===== src/rtl/pool_pkg.sv =====
// Shared definitions for the pool table logic: default geometry, index-width
// helpers, the flattened-bus slice convention and the scanner state encoding.
package pool_pkg;

    // Default signed coordinate width used by the table physics.
    localparam int DEF_COORD_W   = 11;
    // Default capture threshold on squared ball-to-pocket distance (inclusive).
    localparam int DEF_RADIUS_SQ = 1023;

    // Width of an index selecting one of n items; never narrower than one bit.
    function automatic int idx_w(input int n);
        return (n > 1) ? $clog2(n) : 1;
    endfunction

    // Width of a counter able to hold the values 0..n.
    function automatic int cnt_w(input int n);
        return $clog2(n + 1);
    endfunction

    // Flattened buses pack item i at [i*w +: w]; this returns that low bit.
    function automatic int slice_lo(input int idx, input int w);
        return idx * w;
    endfunction

    typedef enum logic [1:0] {
        ST_IDLE  = 2'd0,
        ST_SCAN  = 2'd1,
        ST_DRAIN = 2'd2
    } scan_state_e;

endpackage


===== src/rtl/dist_sq_pipe.sv =====
// Two-stage squared-distance pipeline: stage 1 forms widened coordinate
// differences, stage 2 forms dx*dx + dy*dy. A valid bit and the (ball, pocket)
// tag travel alongside the data so the consumer knows which pair it sees.
module dist_sq_pipe #(
    parameter int COORD_W = 11,
    parameter int BW      = 4,
    parameter int PW      = 3
) (
    input  logic                       clk,
    input  logic                       reset_n,
    input  logic                       in_valid,
    input  logic [COORD_W-1:0]         in_bx,
    input  logic [COORD_W-1:0]         in_by,
    input  logic [COORD_W-1:0]         in_px,
    input  logic [COORD_W-1:0]         in_py,
    input  logic [BW-1:0]              in_ball,
    input  logic [PW-1:0]              in_pocket,
    output logic                       out_valid,
    output logic [2*(COORD_W+1):0]     out_sum,
    output logic [BW-1:0]              out_ball,
    output logic [PW-1:0]              out_pocket
);

    localparam int DW    = COORD_W + 1;
    localparam int SUM_W = 2 * DW + 1;

    logic                   s1_valid_q, s1_valid_d;
    logic signed [DW-1:0]   dx_q, dx_d;
    logic signed [DW-1:0]   dy_q, dy_d;
    logic [BW-1:0]          s1_ball_q, s1_ball_d;
    logic [PW-1:0]          s1_pocket_q, s1_pocket_d;

    logic                   s2_valid_q, s2_valid_d;
    logic [SUM_W-1:0]       sum_q, sum_d;
    logic [BW-1:0]          s2_ball_q, s2_ball_d;
    logic [PW-1:0]          s2_pocket_q, s2_pocket_d;

    logic signed [2*DW-1:0] sq_x_s;
    logic signed [2*DW-1:0] sq_y_s;

    // Stage 1: sign-extend by one bit before subtracting so opposite corners never wrap.
    always_comb begin
        s1_valid_d  = in_valid;
        dx_d        = {in_px[COORD_W-1], in_px} - {in_bx[COORD_W-1], in_bx};
        dy_d        = {in_py[COORD_W-1], in_py} - {in_by[COORD_W-1], in_by};
        s1_ball_d   = in_ball;
        s1_pocket_d = in_pocket;
    end

    // Stage 2: squares are non-negative, so the sum is carried as unsigned.
    always_comb begin
        sq_x_s      = dx_q * dx_q;
        sq_y_s      = dy_q * dy_q;
        s2_valid_d  = s1_valid_q;
        sum_d       = {1'b0, sq_x_s} + {1'b0, sq_y_s};
        s2_ball_d   = s1_ball_q;
        s2_pocket_d = s1_pocket_q;
    end

    // Pipeline registers for both stages.
    always_ff @(posedge clk or negedge reset_n) begin
        if (!reset_n) begin
            s1_valid_q  <= 1'b0;
            dx_q        <= '0;
            dy_q        <= '0;
            s1_ball_q   <= '0;
            s1_pocket_q <= '0;
            s2_valid_q  <= 1'b0;
            sum_q       <= '0;
            s2_ball_q   <= '0;
            s2_pocket_q <= '0;
        end else begin
            s1_valid_q  <= s1_valid_d;
            dx_q        <= dx_d;
            dy_q        <= dy_d;
            s1_ball_q   <= s1_ball_d;
            s1_pocket_q <= s1_pocket_d;
            s2_valid_q  <= s2_valid_d;
            sum_q       <= sum_d;
            s2_ball_q   <= s2_ball_d;
            s2_pocket_q <= s2_pocket_d;
        end
    end

    assign out_valid  = s2_valid_q;
    assign out_sum    = sum_q;
    assign out_ball   = s2_ball_q;
    assign out_pocket = s2_pocket_q;

endmodule


===== src/rtl/pocket_scanner.sv =====
// Time-multiplexed pocket test. Each frame start snapshots all ball and pocket
// coordinates, then walks every (ball, pocket) pair, one per clock, through the
// squared-distance pipeline. The final compare stage maintains sticky potted
// flags, a potted count and a one-shot event for each newly potted ball.
module pocket_scanner
    import pool_pkg::*;
#(
    parameter int NUM_BALLS   = 16,
    parameter int NUM_POCKETS = 6,
    parameter int COORD_W     = DEF_COORD_W,
    parameter int RADIUS_SQ   = DEF_RADIUS_SQ
) (
    input  logic                                 clk,
    input  logic                                 reset_n,
    input  logic                                 start,
    input  logic                                 clear_potted,
    input  logic [NUM_BALLS*COORD_W-1:0]         ball_x,
    input  logic [NUM_BALLS*COORD_W-1:0]         ball_y,
    input  logic [NUM_BALLS-1:0]                 ball_active,
    input  logic [NUM_POCKETS*COORD_W-1:0]       pocket_x,
    input  logic [NUM_POCKETS*COORD_W-1:0]       pocket_y,
    output logic [NUM_BALLS-1:0]                 potted,
    output logic                                 pot_valid,
    output logic [idx_w(NUM_BALLS)-1:0]          pot_ball,
    output logic [idx_w(NUM_POCKETS)-1:0]        pot_pocket,
    output logic [cnt_w(NUM_BALLS)-1:0]          pot_count,
    output logic                                 busy,
    output logic                                 done,
    output logic                                 overrun
);

    localparam int BW    = idx_w(NUM_BALLS);
    localparam int PW    = idx_w(NUM_POCKETS);
    localparam int CW    = cnt_w(NUM_BALLS);
    localparam int SUM_W = 2 * (COORD_W + 1) + 1;
    localparam logic [SUM_W-1:0] RAD_SQ      = SUM_W'(RADIUS_SQ);
    localparam logic [BW-1:0]    LAST_BALL   = BW'(NUM_BALLS - 1);
    localparam logic [PW-1:0]    LAST_POCKET = PW'(NUM_POCKETS - 1);

    scan_state_e                     state_q, state_d;
    logic [BW-1:0]                   ball_q, ball_d;
    logic [PW-1:0]                   pocket_q, pocket_d;
    logic [NUM_BALLS*COORD_W-1:0]    snap_bx_q, snap_bx_d;
    logic [NUM_BALLS*COORD_W-1:0]    snap_by_q, snap_by_d;
    logic [NUM_BALLS-1:0]            snap_act_q, snap_act_d;
    logic [NUM_POCKETS*COORD_W-1:0]  snap_px_q, snap_px_d;
    logic [NUM_POCKETS*COORD_W-1:0]  snap_py_q, snap_py_d;
    logic [NUM_BALLS-1:0]            potted_q, potted_d;
    logic [CW-1:0]                   pot_count_q, pot_count_d;
    logic                            pot_valid_q, pot_valid_d;
    logic [BW-1:0]                   pot_ball_q, pot_ball_d;
    logic [PW-1:0]                   pot_pocket_q, pot_pocket_d;
    logic                            busy_q, busy_d;
    logic                            done_q, done_d;
    logic                            overrun_q, overrun_d;

    logic                            issue_valid_s;
    logic [COORD_W-1:0]              issue_bx_s, issue_by_s, issue_px_s, issue_py_s;
    logic                            last_issue_s;
    logic                            cmp_valid_s;
    logic [SUM_W-1:0]                cmp_sum_s;
    logic [BW-1:0]                   cmp_ball_s;
    logic [PW-1:0]                   cmp_pocket_s;
    logic                            last_cmp_s;
    logic                            hit_s;

    // Select the current pair's coordinates from the snapshot.
    always_comb begin
        issue_valid_s = (state_q == ST_SCAN);
        issue_bx_s    = snap_bx_q[slice_lo(int'(ball_q), COORD_W) +: COORD_W];
        issue_by_s    = snap_by_q[slice_lo(int'(ball_q), COORD_W) +: COORD_W];
        issue_px_s    = snap_px_q[slice_lo(int'(pocket_q), COORD_W) +: COORD_W];
        issue_py_s    = snap_py_q[slice_lo(int'(pocket_q), COORD_W) +: COORD_W];
        last_issue_s  = (ball_q == LAST_BALL) && (pocket_q == LAST_POCKET);
        last_cmp_s    = cmp_valid_s && (cmp_ball_s == LAST_BALL) && (cmp_pocket_s == LAST_POCKET);
    end

    dist_sq_pipe #(
        .COORD_W (COORD_W),
        .BW      (BW),
        .PW      (PW)
    ) u_dist (
        .clk        (clk),
        .reset_n    (reset_n),
        .in_valid   (issue_valid_s),
        .in_bx      (issue_bx_s),
        .in_by      (issue_by_s),
        .in_px      (issue_px_s),
        .in_py      (issue_py_s),
        .in_ball    (ball_q),
        .in_pocket  (pocket_q),
        .out_valid  (cmp_valid_s),
        .out_sum    (cmp_sum_s),
        .out_ball   (cmp_ball_s),
        .out_pocket (cmp_pocket_s)
    );

    // Next-state logic: drain ends on the edge that compares the final pair.
    always_comb begin
        state_d = state_q;
        case (state_q)
            ST_IDLE: begin
                if (start) state_d = ST_SCAN;
                else       state_d = ST_IDLE;
            end
            ST_SCAN: begin
                if (last_issue_s) state_d = ST_DRAIN;
                else              state_d = ST_SCAN;
            end
            ST_DRAIN: begin
                if (last_cmp_s) state_d = ST_IDLE;
                else            state_d = ST_DRAIN;
            end
            default: state_d = ST_IDLE;
        endcase
    end

    // Snapshot capture at frame start and pair walk with pocket index fastest.
    always_comb begin
        ball_d     = ball_q;
        pocket_d   = pocket_q;
        snap_bx_d  = snap_bx_q;
        snap_by_d  = snap_by_q;
        snap_act_d = snap_act_q;
        snap_px_d  = snap_px_q;
        snap_py_d  = snap_py_q;
        if ((state_q == ST_IDLE) && start) begin
            snap_bx_d  = ball_x;
            snap_by_d  = ball_y;
            snap_act_d = ball_active;
            snap_px_d  = pocket_x;
            snap_py_d  = pocket_y;
            ball_d     = '0;
            pocket_d   = '0;
        end else if (state_q == ST_SCAN) begin
            if (last_issue_s) begin
                ball_d   = '0;
                pocket_d = '0;
            end else if (pocket_q == LAST_POCKET) begin
                ball_d   = ball_q + BW'(1);
                pocket_d = '0;
            end else begin
                pocket_d = pocket_q + PW'(1);
            end
        end else begin
            ball_d   = ball_q;
            pocket_d = pocket_q;
        end
    end

    // Compare stage: a clear wins over a same-cycle hit; flags already set suppress repeats.
    always_comb begin
        hit_s        = cmp_valid_s && (cmp_sum_s <= RAD_SQ) &&
                       snap_act_q[cmp_ball_s] && !potted_q[cmp_ball_s];
        potted_d     = potted_q;
        pot_count_d  = pot_count_q;
        pot_valid_d  = 1'b0;
        pot_ball_d   = pot_ball_q;
        pot_pocket_d = pot_pocket_q;
        if (clear_potted) begin
            potted_d    = '0;
            pot_count_d = '0;
        end else if (hit_s) begin
            potted_d[cmp_ball_s] = 1'b1;
            pot_count_d          = pot_count_q + CW'(1);
            pot_valid_d          = 1'b1;
            pot_ball_d           = cmp_ball_s;
            pot_pocket_d         = cmp_pocket_s;
        end else begin
            pot_valid_d = 1'b0;
        end
    end

    // Status outputs, registered so they align with the state they describe.
    always_comb begin
        busy_d    = (state_d != ST_IDLE);
        done_d    = (state_q == ST_DRAIN) && (state_d == ST_IDLE);
        overrun_d = start && (state_q != ST_IDLE);
    end

    // State, snapshot, counters and output registers.
    always_ff @(posedge clk or negedge reset_n) begin
        if (!reset_n) begin
            state_q      <= ST_IDLE;
            ball_q       <= '0;
            pocket_q     <= '0;
            snap_bx_q    <= '0;
            snap_by_q    <= '0;
            snap_act_q   <= '0;
            snap_px_q    <= '0;
            snap_py_q    <= '0;
            potted_q     <= '0;
            pot_count_q  <= '0;
            pot_valid_q  <= 1'b0;
            pot_ball_q   <= '0;
            pot_pocket_q <= '0;
            busy_q       <= 1'b0;
            done_q       <= 1'b0;
            overrun_q    <= 1'b0;
        end else begin
            state_q      <= state_d;
            ball_q       <= ball_d;
            pocket_q     <= pocket_d;
            snap_bx_q    <= snap_bx_d;
            snap_by_q    <= snap_by_d;
            snap_act_q   <= snap_act_d;
            snap_px_q    <= snap_px_d;
            snap_py_q    <= snap_py_d;
            potted_q     <= potted_d;
            pot_count_q  <= pot_count_d;
            pot_valid_q  <= pot_valid_d;
            pot_ball_q   <= pot_ball_d;
            pot_pocket_q <= pot_pocket_d;
            busy_q       <= busy_d;
            done_q       <= done_d;
            overrun_q    <= overrun_d;
        end
    end

    assign potted     = potted_q;
    assign pot_valid  = pot_valid_q;
    assign pot_ball   = pot_ball_q;
    assign pot_pocket = pot_pocket_q;
    assign pot_count  = pot_count_q;
    assign busy       = busy_q;
    assign done       = done_q;
    assign overrun    = overrun_q;

endmodule


===== config.mk =====
export PLATFORM = sky130hd
export DESIGN_NAME = pocket_scanner
export DESIGN_NICKNAME = d
export VERILOG_FILES = /design/src/rtl/pool_pkg.sv /design/src/rtl/dist_sq_pipe.sv /design/src/rtl/pocket_scanner.sv
export SDC_FILE = /design/constraint.sdc
export NUM_CORES = 2
export LEC_CHECK = 0
export ABC_CLOCK_PERIOD_IN_PS = 14300
export CORE_AREA = 2 2 277 307
export CTS_CLUSTER_SIZE = 25
export DETAILED_ROUTE_END_ITERATION = 7
export DIE_AREA = 0 0 279 309
export PLACE_DENSITY = 0.74
export SLEW_MARGIN = 10
export SYNTH_ARGS = -nofsm -noshare
export SYNTH_HDL_FRONTEND = slang
export SYNTH_SLANG_ARGS = --single-unit

===== constraint.sdc =====
create_clock -name clk -period 14.3 [get_ports clk]
set_input_delay 2.145 -clock clk [delete_from_list [all_inputs] [get_ports clk]]
set_output_delay 2.145 -clock clk [all_outputs]
set_load 0.005 [all_outputs]

Yosys cells after proc, flatten, opt, wreduce, memory -nomap -nowiden
Index checks and enable logic that the tools add are counted.
{"block": "totals", "reg_bits": 606, "in_bits": 504, "out_inout_bits": 32, "word_cells": 94}
{"block": "op_classes", "add_sub_neg": 6, "mul": 4, "magnitude_cmp": 3, "n_eq_ne": 6, "shift": 4, "muxes": 24, "bitwise": 2, "n_reduce_logical": 20}
{"op": "176-bit by 9-bit indexed part select with 11-bit output", "n": 2}
{"op": "66-bit by 8-bit indexed part select with 11-bit output", "n": 2}
{"op": "12-bit by 12-bit multiplier with 24-bit output", "n": 2}
{"op": "16-bit 2-to-1 mux", "n": 2}
{"op": "24-bit by 24-bit adder with 25-bit output", "n": 1}
{"op": "25-bit by 10-bit <= comparator with 1-bit output (second input constant)", "n": 1}
{"op": "11-bit by 11-bit subtractor with 12-bit output", "n": 2}
{"op": "4-bit 2-to-1 mux", "n": 4}
{"op": "16-bit OR", "n": 1}
{"op": "3-bit 2-to-1 mux", "n": 4}
{"op": "1-bit logical AND", "n": 10}
{"op": "5-bit 2-to-1 mux", "n": 2}
{"op": "1-bit binary-select mux with 4-bit select", "n": 2}
{"op": "4-bit equality test (second input constant)", "n": 2}
{"op": "4-bit by 4-bit multiplier with 8-bit output (second input constant)", "n": 1}
{"op": "2-bit nonzero test", "n": 4}
{"op": "3-bit by 4-bit multiplier with 7-bit output (second input constant)", "n": 1}
{"op": "3-bit equality test (second input constant)", "n": 2}
{"op": "1-bit 2-to-1 mux", "n": 6}
{"op": "2-bit one-hot mux with 3 select lines", "n": 1}
{"op": "5-bit by 1-bit adder with 5-bit output (second input constant)", "n": 1}
{"op": "4-bit by 5-bit < comparator with 1-bit output (second input constant)", "n": 1}
{"op": "4-bit by 1-bit adder with 4-bit output (second input constant)", "n": 1}
{"op": "1-bit demux with 4-bit select", "n": 1}
{"op": "other kinds (10)", "n": 13}

Logic depth before layout (Yosys ltp)
{"block": "depth", "depth_word": 7, "depth_mapped": 31, "mapped_depth_nobuf": 30}

Hierarchy
Synthesis repeated with hierarchy kept, for this count alone.
{"block": "hier_totals", "hier_cells": 4002, "hier_area_um2": 37827.5}
{"mod": "pocket_scanner", "n_inst": 1, "cells_per_inst": 2570, "area_per_inst_um2": 24461.0, "seq_area_each_um2": 13538.0}
{"mod": "dist_sq_pipe", "n_inst": 1, "cells_per_inst": 1432, "area_per_inst_um2": 13366.6, "seq_area_each_um2": 1626.6}

Worst setup path after synthesis
Ideal clock, no wire load.
{"block": "synth_path", "path_kind": "register -> register", "from": "reg u_dist.dx_q[4]", "to": "reg u_dist.sum_q[23], in the netlist u_dist.out_sum[23]", "setup_ns": 0.080, "t_arrival_ns": 6.708, "t_required_ns": 14.220, "path_slack_ns": 7.513, "path_stages_with_launch": 30, "n_path_buf": 1, "synth_period_minus_slack_ns": 6.787, "cell_sequence": "dfrtp_1 > clkbuf_1 > nand2_1 > inv_1 > fa_1 > fa_1 > inv_1 > fa_1 > inv_1 > fa_1 > inv_1 > fa_1 > inv_1 > ha_1 > and3_1 > a221oi_2 > o21bai_1 > a41oi_2 > or2b_1 > a21oi_1 > xnor2_1 > ha_1 > a211o_1 > nor4_1 > nor2_4 > a41oi_2 > nor2b_1 > o21a_1 > o41ai_2 > xnor2_1"}
{"block": "synth_via", "elab_chain_cells": 2}
{"element": "start: declaration", "line": "dist_sq_pipe.sv:28", "source": "logic signed [DW-1:0] dx_q, dx_d;"}
{"element": "start signal: assignment", "line": "dist_sq_pipe.sv:64", "source": "dx_q <= '0;"}
{"element": "start signal: assignment", "line": "dist_sq_pipe.sv:74", "source": "dx_q <= dx_d;"}
{"element": "12-bit by 12-bit multiplier with 24-bit output", "line": "dist_sq_pipe.sv:52", "source": "sq_x_s = dx_q * dx_q;"}
{"element": "24-bit by 24-bit adder with 25-bit output", "line": "dist_sq_pipe.sv:55", "source": "sum_d = {1'b0, sq_x_s} + {1'b0, sq_y_s};"}
{"element": "via u_dist.sum_d[23]", "line": "dist_sq_pipe.sv:34", "source": "logic [SUM_W-1:0] sum_q, sum_d;"}
{"element": "end signal: assignment", "line": "dist_sq_pipe.sv:79", "source": "sum_q <= sum_d;"}
{"element": "end: declaration", "line": "dist_sq_pipe.sv:34"}
The timed path passes the listed nets, and every way through them passes these cells.
A chain may end at the register's enable or synchronous reset.

Worst setup path in the final report
{"block": "layout_path", "from": "reg u_dist.dx_q[6]", "to": "reg u_dist.sum_q[23], in the netlist u_dist.out_sum[23]"}
Same word-level chain as after synthesis.

==> metrics.txt <==
DR WL/cell=19.4 um; Skew-Pair Late Insertion Delay=650 ps; CP endpoint kind=flip-flop; I/O Pins=between 500 and 600; CP bufs+invs=5; port bufs=roughly 540; RD Place Congestion=around 0.88; die area=~86,000 sq um; fin nets=5,435; Fin Setup TNS=0 ps; Resized Gates After CTS=0; RSZ-0062 raised after global routing=no; worst slew pin tran=around 1200 ps; min Tclk post-route=between 7000 and 8000 ps; TritonCTS clock tree=done; post-synth top area share=0.402; Pre-Repair DR Iteration Count=5; initial antenna violation count=18; DIE HEIGHT=approximately 310 um; GRT Util Overall=0.258; ranking of synthesized cells by area=dfrtp_1 40%, nand2_1 17%, fa_1 13%; Clock Pin Slew Worst Setup and Hold Paths=60 ps; Worst path max stage delay=roughly 530 ps; Die Wd=approximately 280 um; Max Fclk=roughly 140 MHz; Area Growth Syn to Fin=23.2%; Netlist cell types=75; post-CTS setup repair buffer count=0; Final Skew=58.3 ps; DR vias=a little under 30,000; vias per cell=5.19; EDFF count, synth=0; Critical-path top delay cell=fa_1; H-tree depth=3; Root Driver=clkbuf_16; final core utilization=0.552; HP Class=flip-flop to flip-flop; Mapped Nets=~5,000; #FFs+latches synth=just under 600; Worst slew margin=0.178; CP delay by family, top=adder cells; Initial Util=0.448; outcome=finished, final reports clean; Final Hold Viols=0; CP Launch Type=flip-flop; critical path arrival=between 7000 and 8000 ps; Post-DRT Antenna Nets=0; DRT Wirelength=roughly 110,000 um; remaining global-route overflow=0; post-synthesis sequential area ratio=0.402; kind of critical path=flip-flop to flip-flop; DPL Wire Length=between 80,000 and 90,000 um; Worst Path Required=~15,000 ps; core area=a little over 80,000 sq um; dominant synthesized flop cell=dfrtp_1; layout cells sized above 1=0.0544; Post-route DRC=0; Inserted Clock Buffers=between 60 and 70; number of global-route vias before repair=30,100; Async SR Flop Fraction=1.00; Clock Path Buffers=3; pin count of the biggest net entering global routing=244; # setup viols final=0; Worst Path Max Fanout=9; Synth warnings=0; leading area contributor after synthesis=dfrtp_1; max cap viols=0; CTS sink cnt=around 600; hold_buf cts=0; Mapped Cells=slightly above 4,000; mean post-synth cell area=around 9.1 sq um; global-route wire length before repair=170,000 um; Post-Syn Area=roughly 37,000 sq um; FP Rows=about 110; fraction of the cycle the final worst path needs=0.509; Final Max Slew Viols=0; DRT iter0 DRCs=about 2,300
-- worst register-to-register path: cells and delay by family, from the launching register on --
kind                     cells  cell delay [ps]
flip-flops                   1              510
AO/OA/AOI/OAI                8             1830
XOR/XNOR                     2              240
adder cells (fa/ha/maj)      7             3000
AND/OR/NAND/NOR              6             1110
buffers and inverters        5              480
-- cell families after synthesis --
| family | share of synthesized area |
|---|---|
| buf+inv | 0.0564 |
| fa+ha+maj | 0.187 |
| xor+xnor | 0.0186 |
| simple gates | 0.209 |
| compound gates | 0.0528 |
| flops | 0.402 |
| mux | 0.0745 |
-- layout make-up --
type	instances	area (sq um)
clock inverter	33	529
clock buffer	87	1830
multi-input combinational	2936	20100
fill	7353	37200
timing repair buffer	564	5620
tap	1073	1340
inverter	359	1350
antenna	12	30.0
sequential	596	14900
-- final timing paths --
path	startpoint	endpoint	slack, ps	cells past startpoint
setup / recovery	u_dist.dx_q[6]	u_dist.out_sum[23]	7020	28
hold / removal	u_dist.s1_ball_q[0]	u_dist.out_ball[0]	350	0
setup reg to reg	u_dist.dx_q[6]	u_dist.out_sum[23]	7020	28
hold reg to reg	u_dist.s1_ball_q[0]	u_dist.out_ball[0]	350	0
max in group asynchronous	reset_n	pocket_q[0]	10410	3
min in group asynchronous	reset_n	snap_bx_q[13]	1510	1
-- per-layer routing --
layer,vias up,share of wire,track usage
met3,212,0.054,0.0414
met2,849,0.50,0.445
met4,10,0.051,0.125
li1,13800,-,-
met5,-,0.00061,0
met1,14600,0.39,0.316
-- sequential cells by signal, summed over array words and instances (netlist names), 2 cells and up --
register            cells
snap_py_q              66
u_dist.s1_pocket_q      3
u_dist.dy_q            12
snap_by_q             176
u_dist.dx_q            12
pot_ball                4
state_q                 2
u_dist.out_pocket       3
snap_px_q              66
snap_bx_q             176
snap_act_q             16
u_dist.out_sum         15
pocket_q                3
potted                 16
u_dist.s1_ball_q        4
pot_pocket              3
ball_q                  4
u_dist.out_ball         4
pot_count               5
-- metrics by stage --
stage	instances	hold WS [ps]	cell area [sq um]	setup slack (ps)
2_1_floorplan	4083	331	37100	7510
3_3_place_gp	5528	333	43400	7200
3_5_place_dp	5528	336	43400	7100
4_1_cts	5648	349	45700	7050
5_1_grt	5658	351	45800	6570
6_report	5660	346	45800	7020
-- synthesized netlist by cell type, drive strengths merged, types with 7 or more instances --
library cell and n:
nand2 1663, dfrtp 596, inv 358, fa 245, clkbuf 162, ha 162
nor2 157, mux2i 103, a21oi 78, mux4 67, o21ai 66, xnor2 64
and2 52, a221oi 46, buf 30, mux2 20, nor3 20, nand3 19
nor2b 17, xor2 15, a21boi 14, a21o 11, and3 8, a211oi 7
a31oi 7, nor4 7, o21bai 7, or2 7
-- cell usage in the layout, fill, tap and decap left out, types with 26 or more instances in the layout --
cell / count
inv_1: 357
fa_1: 245
and2_1: 51
ha_1: 162
clkbuf_16: 67
mux4_2: 67
nor2_1: 155
o21ai_0: 62
clkdlybuf4s50_1: 534
nand2_1: 1662
mux2i_1: 103
a21oi_1: 77
buf_4: 26
dfrtp_1: 592
xnor2_1: 64
a221oi_1: 45
Power is not shown: default switching activity piles up to over one toggle a cycle in this logic, so the estimate is an artifact.
